<file path="src/rtl/mem_port_arbiter.sv">
// mem_port_arbiter: shares one single-port synchronous RAM between the
// instruction-fetch port (IF) and the MEM-stage load/store port (D).
// A granted request is latched into the registered RAM outputs, sequenced
// across RAM_LAT read cycles, and returned to its owner with a 1-cycle ack.
module mem_port_arbiter #(
  parameter int RAM_LAT = 1
) (
  input  logic        clk,
  input  logic        rst,
  input  logic        if_ce_i,
  input  logic [31:0] if_addr_i,
  output logic [31:0] if_data_o,
  output logic        if_ack_o,
  output logic        if_stall_o,
  input  logic        flush_i,
  input  logic        d_ce_i,
  input  logic        d_we_i,
  input  logic [31:0] d_addr_i,
  input  logic [3:0]  d_sel_i,
  input  logic [31:0] d_data_i,
  output logic [31:0] d_data_o,
  output logic        d_ack_o,
  output logic        d_stall_o,
  output logic        ram_ce_o,
  output logic        ram_we_o,
  output logic [31:0] ram_addr_o,
  output logic [3:0]  ram_sel_o,
  output logic [31:0] ram_data_o,
  input  logic [31:0] ram_data_i
);

  if (RAM_LAT < 1 || RAM_LAT > 3) begin : g_bad_lat
    $error("mem_port_arbiter: RAM_LAT must be 1..3");
  end

  typedef enum logic [1:0] {IDLE, ACCESS, WAIT, ACK} state_t;

  localparam logic       OWN_IF = 1'b0;
  localparam logic       OWN_D  = 1'b1;
  localparam logic [1:0] LAT_M1 = 2'(RAM_LAT - 1);

  state_t      state_q, state_d;
  logic        owner_q, owner_d;       // 1 = D port owns the transaction
  logic        we_q, we_d;             // latched is_write
  logic [1:0]  cnt_q, cnt_d;
  logic        last_q, last_d;         // last granted port
  logic        if_ack_q, if_ack_d;
  logic        d_ack_q, d_ack_d;
  // The registered RAM outputs double as the latched request: they are
  // loaded at grant, held through WAIT and cleared on the way to ACK/IDLE.
  logic        ram_ce_q, ram_ce_d;
  logic        ram_we_q, ram_we_d;
  logic [31:0] ram_addr_q, ram_addr_d;
  logic [3:0]  ram_sel_q, ram_sel_d;
  logic [31:0] ram_wdata_q, ram_wdata_d;

  logic if_req, gnt_d, gnt_if, if_flush, clr;

  assign if_req   = if_ce_i & ~flush_i;
  assign gnt_d    = d_ce_i & (~if_req | (last_q == OWN_IF));
  assign gnt_if   = if_req & (~d_ce_i | (last_q == OWN_D));
  assign if_flush = (owner_q == OWN_IF) & flush_i;

  // Next-state, grant and registered-output computation
  always_comb begin
    state_d     = state_q;
    owner_d     = owner_q;
    we_d        = we_q;
    cnt_d       = cnt_q;
    last_d      = last_q;
    if_ack_d    = 1'b0;
    d_ack_d     = 1'b0;
    ram_ce_d    = 1'b0;
    ram_we_d    = ram_we_q;
    ram_addr_d  = ram_addr_q;
    ram_sel_d   = ram_sel_q;
    ram_wdata_d = ram_wdata_q;
    clr         = 1'b0;
    case (state_q)
      IDLE: begin
        if (gnt_d | gnt_if) begin
          state_d     = ACCESS;
          owner_d     = gnt_d;
          last_d      = gnt_d;
          we_d        = gnt_d & d_we_i;
          ram_ce_d    = 1'b1;
          ram_we_d    = gnt_d & d_we_i;
          ram_addr_d  = gnt_d ? d_addr_i : if_addr_i;
          ram_sel_d   = gnt_d ? d_sel_i  : 4'hF;
          ram_wdata_d = gnt_d ? d_data_i : 32'h0;
        end
      end
      ACCESS: begin
        if (if_flush) begin
          state_d = IDLE;
          clr     = 1'b1;
        end else if (we_q || RAM_LAT == 1) begin
          state_d  = ACK;
          clr      = 1'b1;
          if_ack_d = (owner_q == OWN_IF);
          d_ack_d  = (owner_q == OWN_D);
        end else begin
          state_d = WAIT;
          cnt_d   = LAT_M1;
        end
      end
      WAIT: begin
        if (if_flush) begin
          state_d = IDLE;
          clr     = 1'b1;
        end else if (cnt_q == 2'd1) begin
          state_d  = ACK;
          clr      = 1'b1;
          if_ack_d = (owner_q == OWN_IF);
          d_ack_d  = (owner_q == OWN_D);
        end else begin
          cnt_d = cnt_q - 2'd1;
        end
      end
      ACK:     state_d = IDLE;
      default: begin
        state_d = IDLE;
        clr     = 1'b1;
      end
    endcase
    if (clr) begin
      ram_we_d    = 1'b0;
      ram_addr_d  = 32'h0;
      ram_sel_d   = 4'h0;
      ram_wdata_d = 32'h0;
    end
  end

  // State and output registers; reset aborts any transaction without ack
  always_ff @(posedge clk) begin
    if (rst) begin
      state_q     <= IDLE;
      owner_q     <= OWN_IF;
      we_q        <= 1'b0;
      cnt_q       <= 2'd0;
      last_q      <= OWN_IF;
      if_ack_q    <= 1'b0;
      d_ack_q     <= 1'b0;
      ram_ce_q    <= 1'b0;
      ram_we_q    <= 1'b0;
      ram_addr_q  <= 32'h0;
      ram_sel_q   <= 4'h0;
      ram_wdata_q <= 32'h0;
    end else begin
      state_q     <= state_d;
      owner_q     <= owner_d;
      we_q        <= we_d;
      cnt_q       <= cnt_d;
      last_q      <= last_d;
      if_ack_q    <= if_ack_d;
      d_ack_q     <= d_ack_d;
      ram_ce_q    <= ram_ce_d;
      ram_we_q    <= ram_we_d;
      ram_addr_q  <= ram_addr_d;
      ram_sel_q   <= ram_sel_d;
      ram_wdata_q <= ram_wdata_d;
    end
  end

  // A flush arriving in the ACK cycle still kills the fetch ack
  assign if_ack_o   = if_ack_q & ~flush_i;
  assign if_data_o  = if_ack_o ? ram_data_i : 32'h0;
  assign d_ack_o    = d_ack_q;
  assign d_data_o   = (d_ack_q & ~we_q) ? ram_data_i : 32'h0;
  assign if_stall_o = if_ce_i & ~if_ack_o & ~flush_i;
  assign d_stall_o  = d_ce_i & ~d_ack_o;

  assign ram_ce_o   = ram_ce_q;
  assign ram_we_o   = ram_we_q;
  assign ram_addr_o = ram_addr_q;
  assign ram_sel_o  = ram_sel_q;
  assign ram_data_o = ram_wdata_q;

endmodule

</file>
<file path="config.mk">
export PLATFORM = sky130hd
export DESIGN_NAME = mem_port_arbiter
export DESIGN_NICKNAME = d
export VERILOG_FILES = /design/src/rtl/mem_port_arbiter.sv
export SDC_FILE = /design/constraint.sdc
export NUM_CORES = 1
export LEC_CHECK = 0
export CORE_MARGIN = 1.5
export CORE_UTILIZATION = 39
export CTS_BUF_LIST = sky130_fd_sc_hd__clkbuf_8 sky130_fd_sc_hd__clkbuf_16
export CTS_CLUSTER_DIAMETER = 200
export DETAILED_ROUTE_END_ITERATION = 8
export PLACE_DENSITY = 0.86
export SLEW_MARGIN = 25
export SYNTH_ARGS = -nofsm -noshare
export SYNTH_HDL_FRONTEND = slang
export SYNTH_SLANG_ARGS = --single-unit
</file>
<file path="constraint.sdc">
create_clock -name clk -period 3.85 [get_ports clk]
set_input_delay 0.77 -clock clk [delete_from_list [all_inputs] [get_ports clk]]
set_output_delay 0.77 -clock clk [all_outputs]
set_load 0.1 [all_outputs]
</file>
==> summary.md, run 1 <==
| Metric | Value |
|---|---|
| Synthesized area per cell | 8.34 um^2 |
| Total GRT Usage | 27.2% |
| Ys async rst share | 0% |
| RSZ-0062 raised after global routing | false |
| Max stage delay on crit path | 0.50 ns |
| MaxCap Viol Count | 0 |
| Cell with the most instances after synthesis | dfxtp_1 |
| Pleak | 2.82 nW |
| Largest net degree at the start of global routing | 65 |
| Pre-CTS setup slack | 0.943 ns |
| #FFs+latches synth | 78 |
| Worst-skew pair later-pin latency | 0.34 ns |
| Area Overhead vs Synth | 75.3% |
| Die X | 107 um |
| GRT Residual Overflow | 0 |
| Max-slew violation count | 0 |
| CP max stage cell | clkdlybuf4s50_1 |
| Final net count | 891 |
| Syn. warnings | 0 |
| Maximum clock rate | 343 MHz |
| Die H | 107 um |
| Startpoint Class | primary input |
| Status | finished clean |
| H-tree levels | 3 |
| CP Max Fanout | 33 |
| First drt pass iteration count | 6 |
| Final hold viol count | 0 |
| Initial antenna violation count | 1 |
| CTS tree | built |
| HP Class | flop to flop |
| DR iter-0 viols | 353 |
| Maximum vdd drop | 0.000305 V |
| Clock tree buffer depth | 2 |
| Clk sinks | 78 |
| Pwr per Cell Area | 432 nW/um^2 |
| Total CTS buffers | 9 |
| Hold-fix buffers, CTS | 0 |
| Worst-Margin Slew | 1.04 ns |
| Clock skew | 0.00831 ns |
| First-pass GRT wire length | 24.5 mm |
| Setup repair bufs after CTS | 0 |
| Total Die Area | 11400 um^2 |
| Layout cells sized above 1 | 15.0% |
| Max_slew headroom | 30.2% |
| Vias in the first global route | 4704 |
| Crit-path cells | clkdlybuf4s50_1 -> nor2b_1 -> buf_4 -> and2_1 -> buf_12 |
| Fillers | 781 |
| Antenna viol nets, final | 0 |
| Core ar. | 10400 um^2 |
| Clock root buffer | clkbuf_8 |
| Part of the cycle the worst path needs | 75.7% |
| CTS resizes | 0 |
| Netlist cell types | 34 |
| DR vias/cell | 5.46 |
| # IOs | 276 |
| Top cells by area, synth | dfxtp_1 (37%), and2_1 (9.6%), a311o_1 (7.6%) |
| Synthesized cell area | 4210 um^2 |
| Critical Path AT | 2.14 ns |
| Top-area cell type share of the netlist area | 37.1% |
| GP Congestion | 0.862 |
| Clock-pin slew on the worst setup and hold paths | 0.08 ns |
| DP HPWL | 12.1 mm |
| Via count | 4851 |
| Number of enable flip-flop cells after synthesis | 0 |
| Final setup fails | 0 |
| Row Count | 37 |
| Dominant synthesized flop cell | dfxtp_1 |
| Final wirelength | 16.0 mm |
| DR DRC count | 0 |
| Syn Nets | 648 |
| Sequential area share after synthesis | 37.1% |
| Setup CP Type | primary input to output pin |
| Drt wl/cell | 18.0 um |
| Fin worst setup slack | 0.935 ns |
| Setup_tns | 0 ns |
| Initial core utilization | 40.5% |
| Cell taking the most area after synthesis | dfxtp_1 |
| Syn Inst Count | 505 |
| Critical Path RT | 3.08 ns |
| Commonest cells in the synthesized netlist | dfxtp_1 (78), and2_1 (65), a21oi_1 (53) |
| Port-buffer cells | 275 |
| CP endpoint kind | output pin |
| Fin crit period | 2.91 ns |
-- per-stage QoR --
step | area [um^2] | power (mW) | std cells | util (%) | hold slack, ns
final | 7390 | 3.19 | 889 | 70.9 | 0.456
after global routing | 7390 | 3.32 | 889 | 70.9 | 0.469
after CTS | 7380 | 3.20 | 888 | 70.9 | 0.458
after detailed placement | 7190 | 2.61 | 873 | 69.1 | 0.446
after global placement | 7190 | 2.58 | 873 | 69.1 | 0.443
after floorplan | 4210 | 2.15 | 505 | - | 0.437
-- where the power goes --
group          internal, mW  switching (mW)
logic                 0.490            1.15
registers             0.905          0.0582
clock network         0.295           0.292
-- cell usage in the layout (no fill, tap or decap), drive strengths merged --
master	synthesis	layout
a22oi	32	32
mux2i	3	3
clkinvlp	0	3
a21bo	1	1
o32ai	1	1
dfxtp	78	78
nand3b	1	1
bufinv	0	1
o21a	1	1
o22ai	4	4
diode	0	1
a21oi	69	69
nor2b	6	6
nor2	41	41
buf	34	76
clkbuf	17	9
o21ai	1	1
clkdlybuf4s50	0	207
a21boi	1	1
and2	65	65
nor3	1	1
clkinv	0	1
a311o	32	32
inv	36	37
nor3b	1	1
o211ai	1	1
nand2	36	36
o31ai	1	1
o221ai	32	32
xnor2	1	1
ha	5	5
nor4	1	1
nand2b	3	3
-- metal layers --
layer  global-route usage, %  vias up  part of all wire [%]
met4                    11.8        0                   3.9
met2                    47.4      251                    50
met3                    9.42       46                   8.9
li1                        -     2285                     -
met1                    29.7     2269                    37
met5                       0        -                     0
-- final cells by class --
type | count | area (um^2) | share of cell area [%]
Timing Repair Buffer | 283 | 3080 | 41.7
Clock buffer | 9 | 124 | 1.68
Clock inverter | 6 | 65.1 | 0.881
Tap cell | 136 | 170 | 2.30
Inverter | 36 | 135 | 1.83
Multi-Input combinational cell | 340 | 2250 | 30.5
Antenna cell | 1 | 2.50 | 0.0339
Sequential cell | 78 | 1560 | 21.1
-- path summary, 6_finish.rpt --
check	from	end	slack, ns	cells past startpoint
hold / removal	ram_addr_o[7]	ram_addr_o[7]	0.46	2
setup / recovery	flush_i	if_data_o[25]	0.94	5
hold reg to reg	ram_addr_o[7]	ram_addr_o[7]	0.46	2
setup reg to reg	last_q	ram_addr_o[3]	1.52	5
-- kinds of logic after synthesis --
logic type,synth area share (%)
adder cells (fa/ha/maj),1.48
AO/OA/AOI/OAI,32.0
AND/OR/NAND/NOR,18.7
flip-flops,37.1
buffers and inverters,9.86
XOR/XNOR,0.208
multiplexers,0.713
-- registers in the layout, summed over array words and instances, names as in the netlist --
signal,cells
ram_sel_o,4
ram_we_o,1
ram_addr_o,32
state_q,2
ram_ce_o,1
d_ack_o,1
we_q,1
cnt_q,2
last_q,1
if_ack_q,1
ram_data_o,32
-- critical path: cells and delay by family --
family | cells | cell delay, ns
buf+inv | 3 | 0.98
simple gates | 2 | 0.38
No activity file was read; power rests on OpenSTA's default activity.
==> inputs of run 2 (changes only) <==
Settings changed: CORE_UTILIZATION 39 to 37, PLACE_DENSITY 0.86 to 0.82.
Clock period 3.85 ns to 2.97 ns, I/O delays scaled along.
==> run 2 against run 1 <==
Net effect: clock skew down 0.0025 ns; register-to-register slack worse by 0.79 ns; worst setup slack worse by 0.55 ns; global-route usage down 0.77 points; die area up 5.2%; critical endpoint is now if_data_o[28]; largest cell class unchanged; largest power group unchanged; highest routed layer unchanged.
==> summary.md, run 2 (same netlist as run 1, synthesis figures left out) <==
| Metric | Value |
|---|---|
| Status | finished clean (unchanged) |
| Die X | 110 um (was 107 um) |
| Hold-fix buffers, CTS | 0 (unchanged) |
| Worst-Margin Slew | 0.692 ns (was 1.04 ns) |
| # IOs | 276 (unchanged) |
| Worst r2r src | last_q (unchanged) |
| FF/Latch Area | 1560 um^2 (unchanged) |
| Maximum clock rate | 387 MHz |
| DR DRC count | 0 (unchanged) |
| Total Die Area | 12000 um^2 (was 11400 um^2) |
| RSZ-0062 raised after global routing | false (unchanged) |
| Initial antenna violation count | 4 (was 1) |
| Core ar. | 11000 um^2 (was 10400 um^2) |
| RR Endpoint | ram_addr_o[13] (was ram_addr_o[3]) |
| Antenna viol nets, final | 0 (unchanged) |
| Fin crit period | 2.58 ns |
| Vias in the first global route | 4699 (was 4704) |
| GP Congestion | 0.915 (was 0.862) |
| Final hold viol count | 0 (unchanged) |
| Clock-pin slew on the worst setup and hold paths | 0.06 ns (was 0.08 ns) |
| Clock tree buffer depth | 2 (unchanged) |
| Placement Cell Area | 7460 um^2 (was 7190 um^2) |
| Total CTS buffers | 9 (unchanged) |
| Total Power | 4.39 mW (was 3.19 mW) |
| Port-buffer cells | 275 (unchanged) |
| Setup CP Type | primary input to output pin (unchanged) |
| MaxCap Viol Count | 0 (unchanged) |
| CTS resizes | 0 (unchanged) |
| Setup repair bufs after CTS | 0 (unchanged) |
| Pleak | 3.12 nW (was 2.82 nW) |
| Max_slew headroom | 53.9% (was 30.2%) |
| DR iter-0 viols | 388 (was 353) |
| Row Count | 38 (was 37) |
| Critical Path AT | 1.99 ns (was 2.14 ns) |
| Critical Path RT | 2.38 ns (was 3.08 ns) |
| Largest net degree at the start of global routing | 53 (was 65) |
| Die H | 110 um (was 107 um) |
| Fin cells | 903 (was 889) |
| Part of the cycle the worst path needs | 86.9% |
| Setup_tns | 0 ns (unchanged) |
| R2R cell count | 4 (was 5) |
| First-pass GRT wire length | 24.5 mm (about the same) |
| Worst-skew pair later-pin latency | 0.33 ns (was 0.34 ns) |
| Clk sinks | 78 (unchanged) |
| Reg2reg setup slack | 0.73 ns (was 1.52 ns) |
| Initial core utilization | 38.4% (was 40.5%) |
| Area Overhead vs Synth | 84.2% (was 75.3%) |
| Via count | 4852 (was 4851) |
| Crit-path cells | clkdlybuf4s50_1 -> nor2b_1 -> buf_4 -> and2_1 -> buf_12 (unchanged) |
| Final net count | 896 (was 891) |
| Max-slew violation count | 0 (unchanged) |
| Final setup fails | 0 (unchanged) |
| H-tree levels | 3 (unchanged) |
| Commonest non-fill, non-tap cell in the layout | clkdlybuf4s50_1 (unchanged) |
| Placed cell count | 882 (was 873) |
| Hold_ws | 0.462 ns (was 0.456 ns) |
| Critical Path End | if_data_o[28] (was if_data_o[25]) |
| HP Class | flop to flop (unchanged) |
| Multi-input gate area | 2250 um^2 (about the same) |
| DR vias/cell | 5.37 (was 5.46) |
| Final instance area | 7760 um^2 (was 7390 um^2) |
| Final wirelength | 16.2 mm (was 16.0 mm) |
| Clock root buffer | clkbuf_16 (was clkbuf_8) |
| Total GRT Usage | 26.4% (was 27.2%) |
| Hold depth | 2 (unchanged) |
| CP Max Fanout | 33 (unchanged) |
| Most frequent cells in the layout | clkdlybuf4s50_1 (136), buf_4 (84), dfxtp_1 (78) (was clkdlybuf4s50_1 (207), dfxtp_1 (78), and2_1 (65)) |
| CP max stage cell | clkdlybuf4s50_1 (unchanged) |
| Crit. Startpoint | flush_i (unchanged) |
| CP endpoint kind | output pin (unchanged) |
| First drt pass iteration count | 4 (was 6) |
| Drt wl/cell | 18.0 um (about the same) |
| Clock skew | 0.00584 ns (was 0.00831 ns) |
| Maximum vdd drop | 0.000449 V (was 0.000305 V) |
| Fillers | 821 (was 781) |
| Max stage delay on crit path | 0.50 ns (about the same) |
| Startpoint Class | primary input (unchanged) |
| CTS tree | built (unchanged) |
| DP HPWL | 12.4 mm (was 12.1 mm) |
| Pwr per Cell Area | 566 nW/um^2 (was 432 nW/um^2) |
| Layout cells sized above 1 | 25.5% (was 15.0%) |
| GRT Residual Overflow | 0 (unchanged) |
==> run 2: cell count changes in the layout (fill, tap and decap cells not counted) <==
| cell | previous run | this run |
|---|---|---|
| nor2b_1 | 4 | 2 |
| bufinv_16 | 1 | 0 |
| clkbuf_16 | 0 | 9 |
| buf_12 | 35 | 67 |
| clkinv_2 | 0 | 2 |
| inv_1 | 37 | 36 |
| nor2b_2 | 1 | 3 |
| clkdlybuf4s50_1 | 207 | 136 |
| clkbuf_8 | 9 | 2 |
| buf_4 | 40 | 84 |
| diode_2 | 1 | 5 |
| clkinvlp_4 | 3 | 2 |
==> run 2: metal layers <==
metal,global-route usage [%],part of all wire (%),up-vias
li1,-,-,2302
met2,47.3,51,231
met1,28.4,37,2279
met5,0,0,-
met3,7.59,8.4,40
met4,12.6,3.5,0
==> run 2: how the worst min path moves through the flow <==
stage / from / endpoint / slack [ns]
floorplan: we_q / we_q / 0.44
global placement: ram_addr_o[3] / ram_addr_o[3] / 0.44
detailed placement: ram_addr_o[2] / ram_addr_o[2] / 0.45
CTS: ram_addr_o[2] / ram_addr_o[2] / 0.46
global route: ram_addr_o[0] / ram_addr_o[0] / 0.48
finish: ram_addr_o[2] / ram_addr_o[2] / 0.46
==> run 2: stage by stage <==
step           setup WS, ns  util, %
2_1_floorplan         0.113        -
3_3_place_gp          0.472     68.0
3_5_place_dp          0.382     68.0
4_1_cts               0.377     70.6
5_1_grt               0.325     70.7
6_report              0.388     70.7
==> run 2: area by class of cell <==
class | count | area share, %
repair buffers | 288 | 43.0
multi-input cells | 340 | 29.0
flip-flops and latches | 78 | 20.1
clock buffers | 11 | 3.26
well taps | 140 | 2.26
inverters | 36 | 1.74
clock inverters | 5 | 0.435
diodes | 5 | 0.161
==> run 2: worst max-delay path, delay by kind of cell <==
| kind | cells | cell delay (ns) |
|---|---|---|
| and+or+nand+nor | 2 | 0.40 |
| buffers and inverters | 3 | 0.99 |
==> run 2: power breakdown <==
group	leakage, nW	internal, mW	switching (mW)
registers	0.637	1.17	0.0834
logic	2.34	0.619	1.49
clock network	0.138	0.609	0.417
total	3.12	2.40	1.99
==> inputs of run 3 (changes only) <==
Settings changed: CTS_CLUSTER_DIAMETER 200 to 150.
==> results of run 3 <==
No change in the layout: final DEF, timing and power equal those of run 2.
